File: src/rtl/mem_arb_pkg.sv
// Shared definitions for the memory arbiter: FSM state encoding, port IDs and default widths.
package mem_arb_pkg;

   localparam int unsigned DEF_DATA_W = 32;
   localparam int unsigned DEF_ADDR_W = 32;

   localparam logic PORT_I = 1'b0;
   localparam logic PORT_D = 1'b1;

   typedef enum logic [2:0] {
      IDLE,
      RD_ADDR,
      RD_DATA,
      WR_SETUP,
      WR_STROBE,
      WR_HOLD
   } state_t;

endpackage

File: src/rtl/mem_arb_pick.sv
// Combinational grant selector: a tie goes to whichever port was not granted last.
module mem_arb_pick
   import mem_arb_pkg::*;
(
   input  logic i_req,
   input  logic d_req,
   input  logic last,
   output logic grant
);

   always_comb begin
      grant = PORT_D;
      if (i_req && d_req) begin
         grant = (last == PORT_D) ? PORT_I : PORT_D;
      end else if (i_req) begin
         grant = PORT_I;
      end
   end

endmodule

File: src/rtl/mem_arbiter.sv
// Two-port (instruction fetch / data) arbiter in front of a single asynchronous RAM.
// Define MEM_ARBITER_RR_EN for round-robin ties; otherwise the data port has fixed priority.
module mem_arbiter
   import mem_arb_pkg::*;
#(
   parameter int unsigned DATA_W = DEF_DATA_W,
   parameter int unsigned ADDR_W = DEF_ADDR_W
) (
   input  logic              clk,
   input  logic              rst_n,
   input  logic              i_req,
   input  logic [ADDR_W-1:0] i_addr,
   output logic              i_ack,
   output logic [DATA_W-1:0] i_rdata,
   input  logic              d_req,
   input  logic              d_we,
   input  logic [ADDR_W-1:0] d_addr,
   input  logic [DATA_W-1:0] d_wdata,
   output logic              d_ack,
   output logic [DATA_W-1:0] d_rdata,
   output logic [ADDR_W-1:0] ram_addr,
   output logic              ram_read_n,
   output logic              ram_write,
   output logic              ram_oe,
   output logic [DATA_W-1:0] ram_wdata,
   output logic              ram_wdata_en,
   input  logic [DATA_W-1:0] ram_rdata
);

   state_t state, state_next;
   logic   gnt_port, cur_port, last_grant;
   logic   any_req, grant_we, rd_next, wr_next;

   assign any_req  = i_req | d_req;
   assign grant_we = (gnt_port == PORT_D) && d_we;

`ifdef MEM_ARBITER_RR_EN
   always_ff @(posedge clk or negedge rst_n) begin
      if (!rst_n) begin
         last_grant <= PORT_D;
      end else if (state == IDLE && any_req) begin
         last_grant <= gnt_port;
      end
   end
`else
   // Pretending I was granted last makes every tie resolve to D.
   assign last_grant = PORT_I;
`endif

   mem_arb_pick u_pick (
      .i_req (i_req),
      .d_req (d_req),
      .last  (last_grant),
      .grant (gnt_port)
   );

   always_comb begin
      state_next = state;
      unique case (state)
         IDLE:      if (any_req) state_next = grant_we ? WR_SETUP : RD_ADDR;
         RD_ADDR:   state_next = RD_DATA;
         RD_DATA:   state_next = IDLE;
         WR_SETUP:  state_next = WR_STROBE;
         WR_STROBE: state_next = WR_HOLD;
         WR_HOLD:   state_next = IDLE;
         default:   state_next = IDLE;
      endcase
   end

   assign rd_next = (state_next == RD_ADDR) || (state_next == RD_DATA);
   assign wr_next = (state_next == WR_SETUP) || (state_next == WR_STROBE) ||
                    (state_next == WR_HOLD);

   // RAM controls are registered from the next state so they are glitch-free.
   always_ff @(posedge clk or negedge rst_n) begin
      if (!rst_n) begin
         state        <= IDLE;
         cur_port     <= PORT_D;
         i_ack        <= 1'b0;
         d_ack        <= 1'b0;
         i_rdata      <= '0;
         d_rdata      <= '0;
         ram_addr     <= '0;
         ram_wdata    <= '0;
         ram_read_n   <= 1'b1;
         ram_write    <= 1'b0;
         ram_oe       <= 1'b0;
         ram_wdata_en <= 1'b0;
      end else begin
         state        <= state_next;
         i_ack        <= 1'b0;
         d_ack        <= 1'b0;
         ram_read_n   <= !rd_next;
         ram_oe       <= rd_next;
         ram_wdata_en <= wr_next;
         ram_write    <= (state_next == WR_STROBE);
         case (state)
            IDLE: begin
               if (any_req) begin
                  cur_port <= gnt_port;
                  ram_addr <= (gnt_port == PORT_D) ? d_addr : i_addr;
                  if (grant_we) ram_wdata <= d_wdata;
               end
            end
            RD_DATA: begin
               if (cur_port == PORT_D) begin
                  d_rdata <= ram_rdata;
                  d_ack   <= 1'b1;
               end else begin
                  i_rdata <= ram_rdata;
                  i_ack   <= 1'b1;
               end
            end
            WR_HOLD: d_ack <= 1'b1;
            default: ;
         endcase
      end
   end

endmodule
File: config.mk
export PLATFORM = sky130hd
export DESIGN_NAME = mem_arbiter
export DESIGN_NICKNAME = d
export VERILOG_FILES = /design/src/rtl/mem_arb_pkg.sv /design/src/rtl/mem_arb_pick.sv /design/src/rtl/mem_arbiter.sv
export SDC_FILE = /design/constraint.sdc
export NUM_CORES = 1
export LEC_CHECK = 0
export BUFFER_PORTS_ARGS = -buffer_cell sky130_fd_sc_hd__clkbuf_2
export CAP_MARGIN = 20
export CORE_MARGIN = 8
export CORE_UTILIZATION = 50
export CTS_CLUSTER_SIZE = 20
export DETAILED_ROUTE_END_ITERATION = 7
export PLACE_DENSITY_LB_ADDON = 0.25
export REMOVE_ABC_BUFFERS = 1
export SLEW_MARGIN = 20
export SYNTH_ARGS = -nofsm -noshare
export SYNTH_HDL_FRONTEND = slang
export SYNTH_SLANG_ARGS = --single-unit
File: constraint.sdc
create_clock -name clk -period 3.1 [get_ports clk]
set_clock_uncertainty 0.05 [all_clocks]
set_input_delay 0.775 -clock clk [delete_from_list [all_inputs] [get_ports clk]]
set_output_delay 0.775 -clock clk [all_outputs]
set_load 0.005 [all_outputs]
==> flow_metrics.py <==
metrics = {
    "outcome": {
        "outcome": "completed",
    },
    "floorplanning": {
        "die_width_um": 122,
        "ios": 267,
        "starting_density_of_the_core": 0.515,
        "placement_rows": 38,
        "die-area_mm2": 0.0149,
        "die_h_um": 122,
        "coreArea_mm2": 0.0109,
    },
    "critical_path": {
        "origin_of_the_worst_setup_path": "state[0]",
        "critical_path.cell_chain": "nor3_2 -> o21a_1 -> buf_4 -> mux2_2",
        "critical-path-top-delay-family": "flip-flops",
        "worstPathMaxFanout": 32,
        "worst_path_max_delay_cell": "sky130_fd_sc_hd__dfrtp_1",
        "cp-start-kind": "flip-flop",
        "worst-path-stages": 4,
        "cpPeakStageDelay_ns": 0.50,
        "cp-end-kind": "flip-flop",
        "crit_arrival_ns": 2.07,
        "timing.reg2reg.worst_path_depth": 4,
        "regToRegStartpoint": "state[0]",
        "required_ns": 3.32,
        "cp_num_buf_inv": 1,
        "criticalPathCategory": "flip-flop to flip-flop",
    },
    "yosys": {
        "ys_seq_elements": 138,
        "yosys.cell_types.count": 25,
        "synthFlopType": "sky130_fd_sc_hd__dfrtp_1",
        "synth_compound_gate_area_share": 0.0100,
        "post_synth_and_or_nand_nor_area_fraction": 0.0207,
        "yosysWarningCount": 0,
        "synthesis.area_mm2": 0.00563,
        "avgSynthCellArea_um2": 16.5,
        "synth-async-reset-ratio": 1.00,
        "synth_cells": 341,
        "synth_fa_ha_area_frac": 0,
        "synth-xor-area-share": 0,
        "largest_family_of_logic_cells_by_synthesized_area": "multiplexers",
        "synth_seq_area_share": 0.614,
        "synth.area.mux_share": 0.320,
        "synth_edf_count": 0,
    },
    "cts": {
        "cts.path.max_buffers": 2,
        "ctsResizeCount": 0,
        "clkSlewWorstSetupHoldPaths_ns": 0.06,
        "cts_made_buffers": 17,
        "clock_sinks": 138,
        "postCtsHoldBufs": 0,
        "tritoncts_clock_tree": "built",
        "worstSkewPairLatency_ns": 0.40,
        "cts_root_buffer": "sky130_fd_sc_hd__clkbuf_16",
        "post-cts-setup-buffer-count": 0,
        "clock_tree.htree_level_count": 4,
    },
    "timing": {
        "maxClockFrequency_mhz": 540,
        "worst_slew_pin_tran_ns": 0.527,
        "slew_viol_final": 0,
        "slew_headroom": 0.649,
        "setup-tns-final_ns": 0,
        "post-route-period-util": 0.597,
        "fin_crit_ns": 1.85,
        "setup-violations-final": 0,
        "setup_repair_after_global_routing_missed_its_margin": "no",
        "report.final.hold_viol_count": 0,
    },
    "route": {
        "drt.antenna.violating_nets": 0,
        "vias": 3794,
        "drt-wirelength-per-cell_um": 18.9,
        "routed_wirelength_um": 14500,
        "vias_per_std_cell": 4.94,
        "first_pass_iters": 4,
        "drcViolationCount": 0,
        "drt_iter0_markers": 157,
    },
    "global_routing": {
        "grt_first_pass_wirelength_um": 22400,
        "first_global_vias": 4275,
        "globalRoute.totalOverflow": 0,
        "grt_antenna_before_repair": 0,
        "grt_start_max_net_pins": 57,
        "grt_use_total": 0.194,
    },
    "final_layout": {
        "antennaDiodeCount": 0,
        "layout.filler_cells": 789,
        "layout.cell_area.non_filler_mm2": 0.00763,
        "layout-drive-gt1-share": 0.742,
        "leading_cell_type_in_the_layout_fill_and_taps_excluded": "sky130_fd_sc_hd__clkbuf_2",
        "multi_input_area_mm2": 0.00198,
        "area_delta_synth_final_pct": 35.5,
        "final_net_count": 748,
        "mostFrequentLayoutCells": "sky130_fd_sc_hd__clkbuf_2 (265), sky130_fd_sc_hd__mux2_2 (152), sky130_fd_sc_hd__dfrtp_1 (136), sky130_fd_sc_hd__clkbuf_16 (17)",
        "seqCellArea_mm2": 0.00346,
    },
    "power": {
        "vdd_ir_drop_max_v": 0.000649,
        "p_per_area_mw_per_mm2": 1060,
        "p_leak_nw": 3.78,
    },
    "placement": {
        "dp.final_hpwl_um": 11500,
        "dpl_cell_area_mm2": 0.00704,
        "place.gp.congestion": 0.807,
        "port_buffers": 266,
    },
    "job": {
        "maxCapViolCount": 0,
    },
    "hold_path": {
        "worst_hold_class": "input pin to asynchronous set/reset pin",
    },
}
## power by group
group | switching, mW | internal (mW)
sequential | 0.522 | 2.74
clock | 0.746 | 1.23
combinational | 1.17 | 1.67
total | 2.44 | 5.65
## final cells by class
cell class,instances,area share
sequential,138,0.453
clock buffer,19,0.0593
inverter,3,0.00148
clock inverter,13,0.0187
multi-input combinational,180,0.259
tap,140,0.0230
timing repair buffer,275,0.186
## final timing paths
check                          endpoint  slack [ns]
setup / recovery           ram_addr[31]        1.25
hold / removal               d_rdata[6]        0.29
setup reg to reg           ram_addr[31]        1.25
hold reg to reg            ram_wdata[5]        0.44
max in group asynchronous      cur_port        1.98
min in group clk           ram_wdata[5]        0.44
## kinds of logic (layout without fill, tap and decap cells)
| group | Yosys count | after routing |
|---|---|---|
| simple gates | 13 | 13 |
| compound gates | 7 | 7 |
| flops | 138 | 138 |
| mux | 160 | 160 |
| buf+inv | 23 | 310 |
## synthesized netlist by cell type (2+ instances only)
master / instances / area [um^2]
sky130_fd_sc_hd__buf_2: 2 / 10.0
sky130_fd_sc_hd__buf_4: 4 / 30.0
sky130_fd_sc_hd__buf_6: 13 / 146
sky130_fd_sc_hd__dfrtp_1: 136 / 3400
sky130_fd_sc_hd__dfstp_2: 2 / 52.6
sky130_fd_sc_hd__inv_1: 3 / 11.3
sky130_fd_sc_hd__mux2_1: 8 / 90.1
sky130_fd_sc_hd__mux2_2: 152 / 1710
sky130_fd_sc_hd__nand2_1: 3 / 11.3
sky130_fd_sc_hd__nor3_1: 2 / 10.0
sky130_fd_sc_hd__o21a_1: 2 / 15.0
## registers in the layout (all words and copies together) (netlist names)
register      count
ram_wdata_en      1
ram_wdata        32
d_ack             1
ram_addr         32
i_rdata          32
d_rdata          32
ram_write         1
cur_port          1
ram_oe            1
state             3
i_ack             1
ram_read_n        1
## worst reg2reg max path, stage by stage (launching register included)
cell	delay, ns
sky130_fd_sc_hd__dfrtp_1	0.50
sky130_fd_sc_hd__nor3_2	0.28
sky130_fd_sc_hd__o21a_1	0.15
sky130_fd_sc_hd__buf_4	0.34
sky130_fd_sc_hd__mux2_2	0.41
## routing by layer
metal / vias up / global-route usage / routed length [um]
met1: 1842 / 0.207 / 5260
li1: 1779 / - / -
met4: 0 / 0.0518 / 88
met2: 167 / 0.341 / 7440
met3: 6 / 0.0870 / 1730
met5: - / 0 / 0
## metrics by stage
stage | std cells | setup WS, ns | power [mW] | hold WS (ns) | utilization
2_1_floorplan | 321 | 0.0213 | 4.71 | 0.429 | -
3_3_place_gp | 736 | 0.952 | 6.08 | 0.419 | 0.643
3_5_place_dp | 736 | 0.936 | 6.23 | 0.429 | 0.643
4_1_cts | 768 | 1.23 | 8.24 | 0.298 | 0.698
5_1_grt | 768 | 1.13 | 8.60 | 0.329 | 0.698
6_report | 768 | 1.25 | 8.09 | 0.287 | 0.698
No activity file was read; power rests on OpenSTA's default activity.
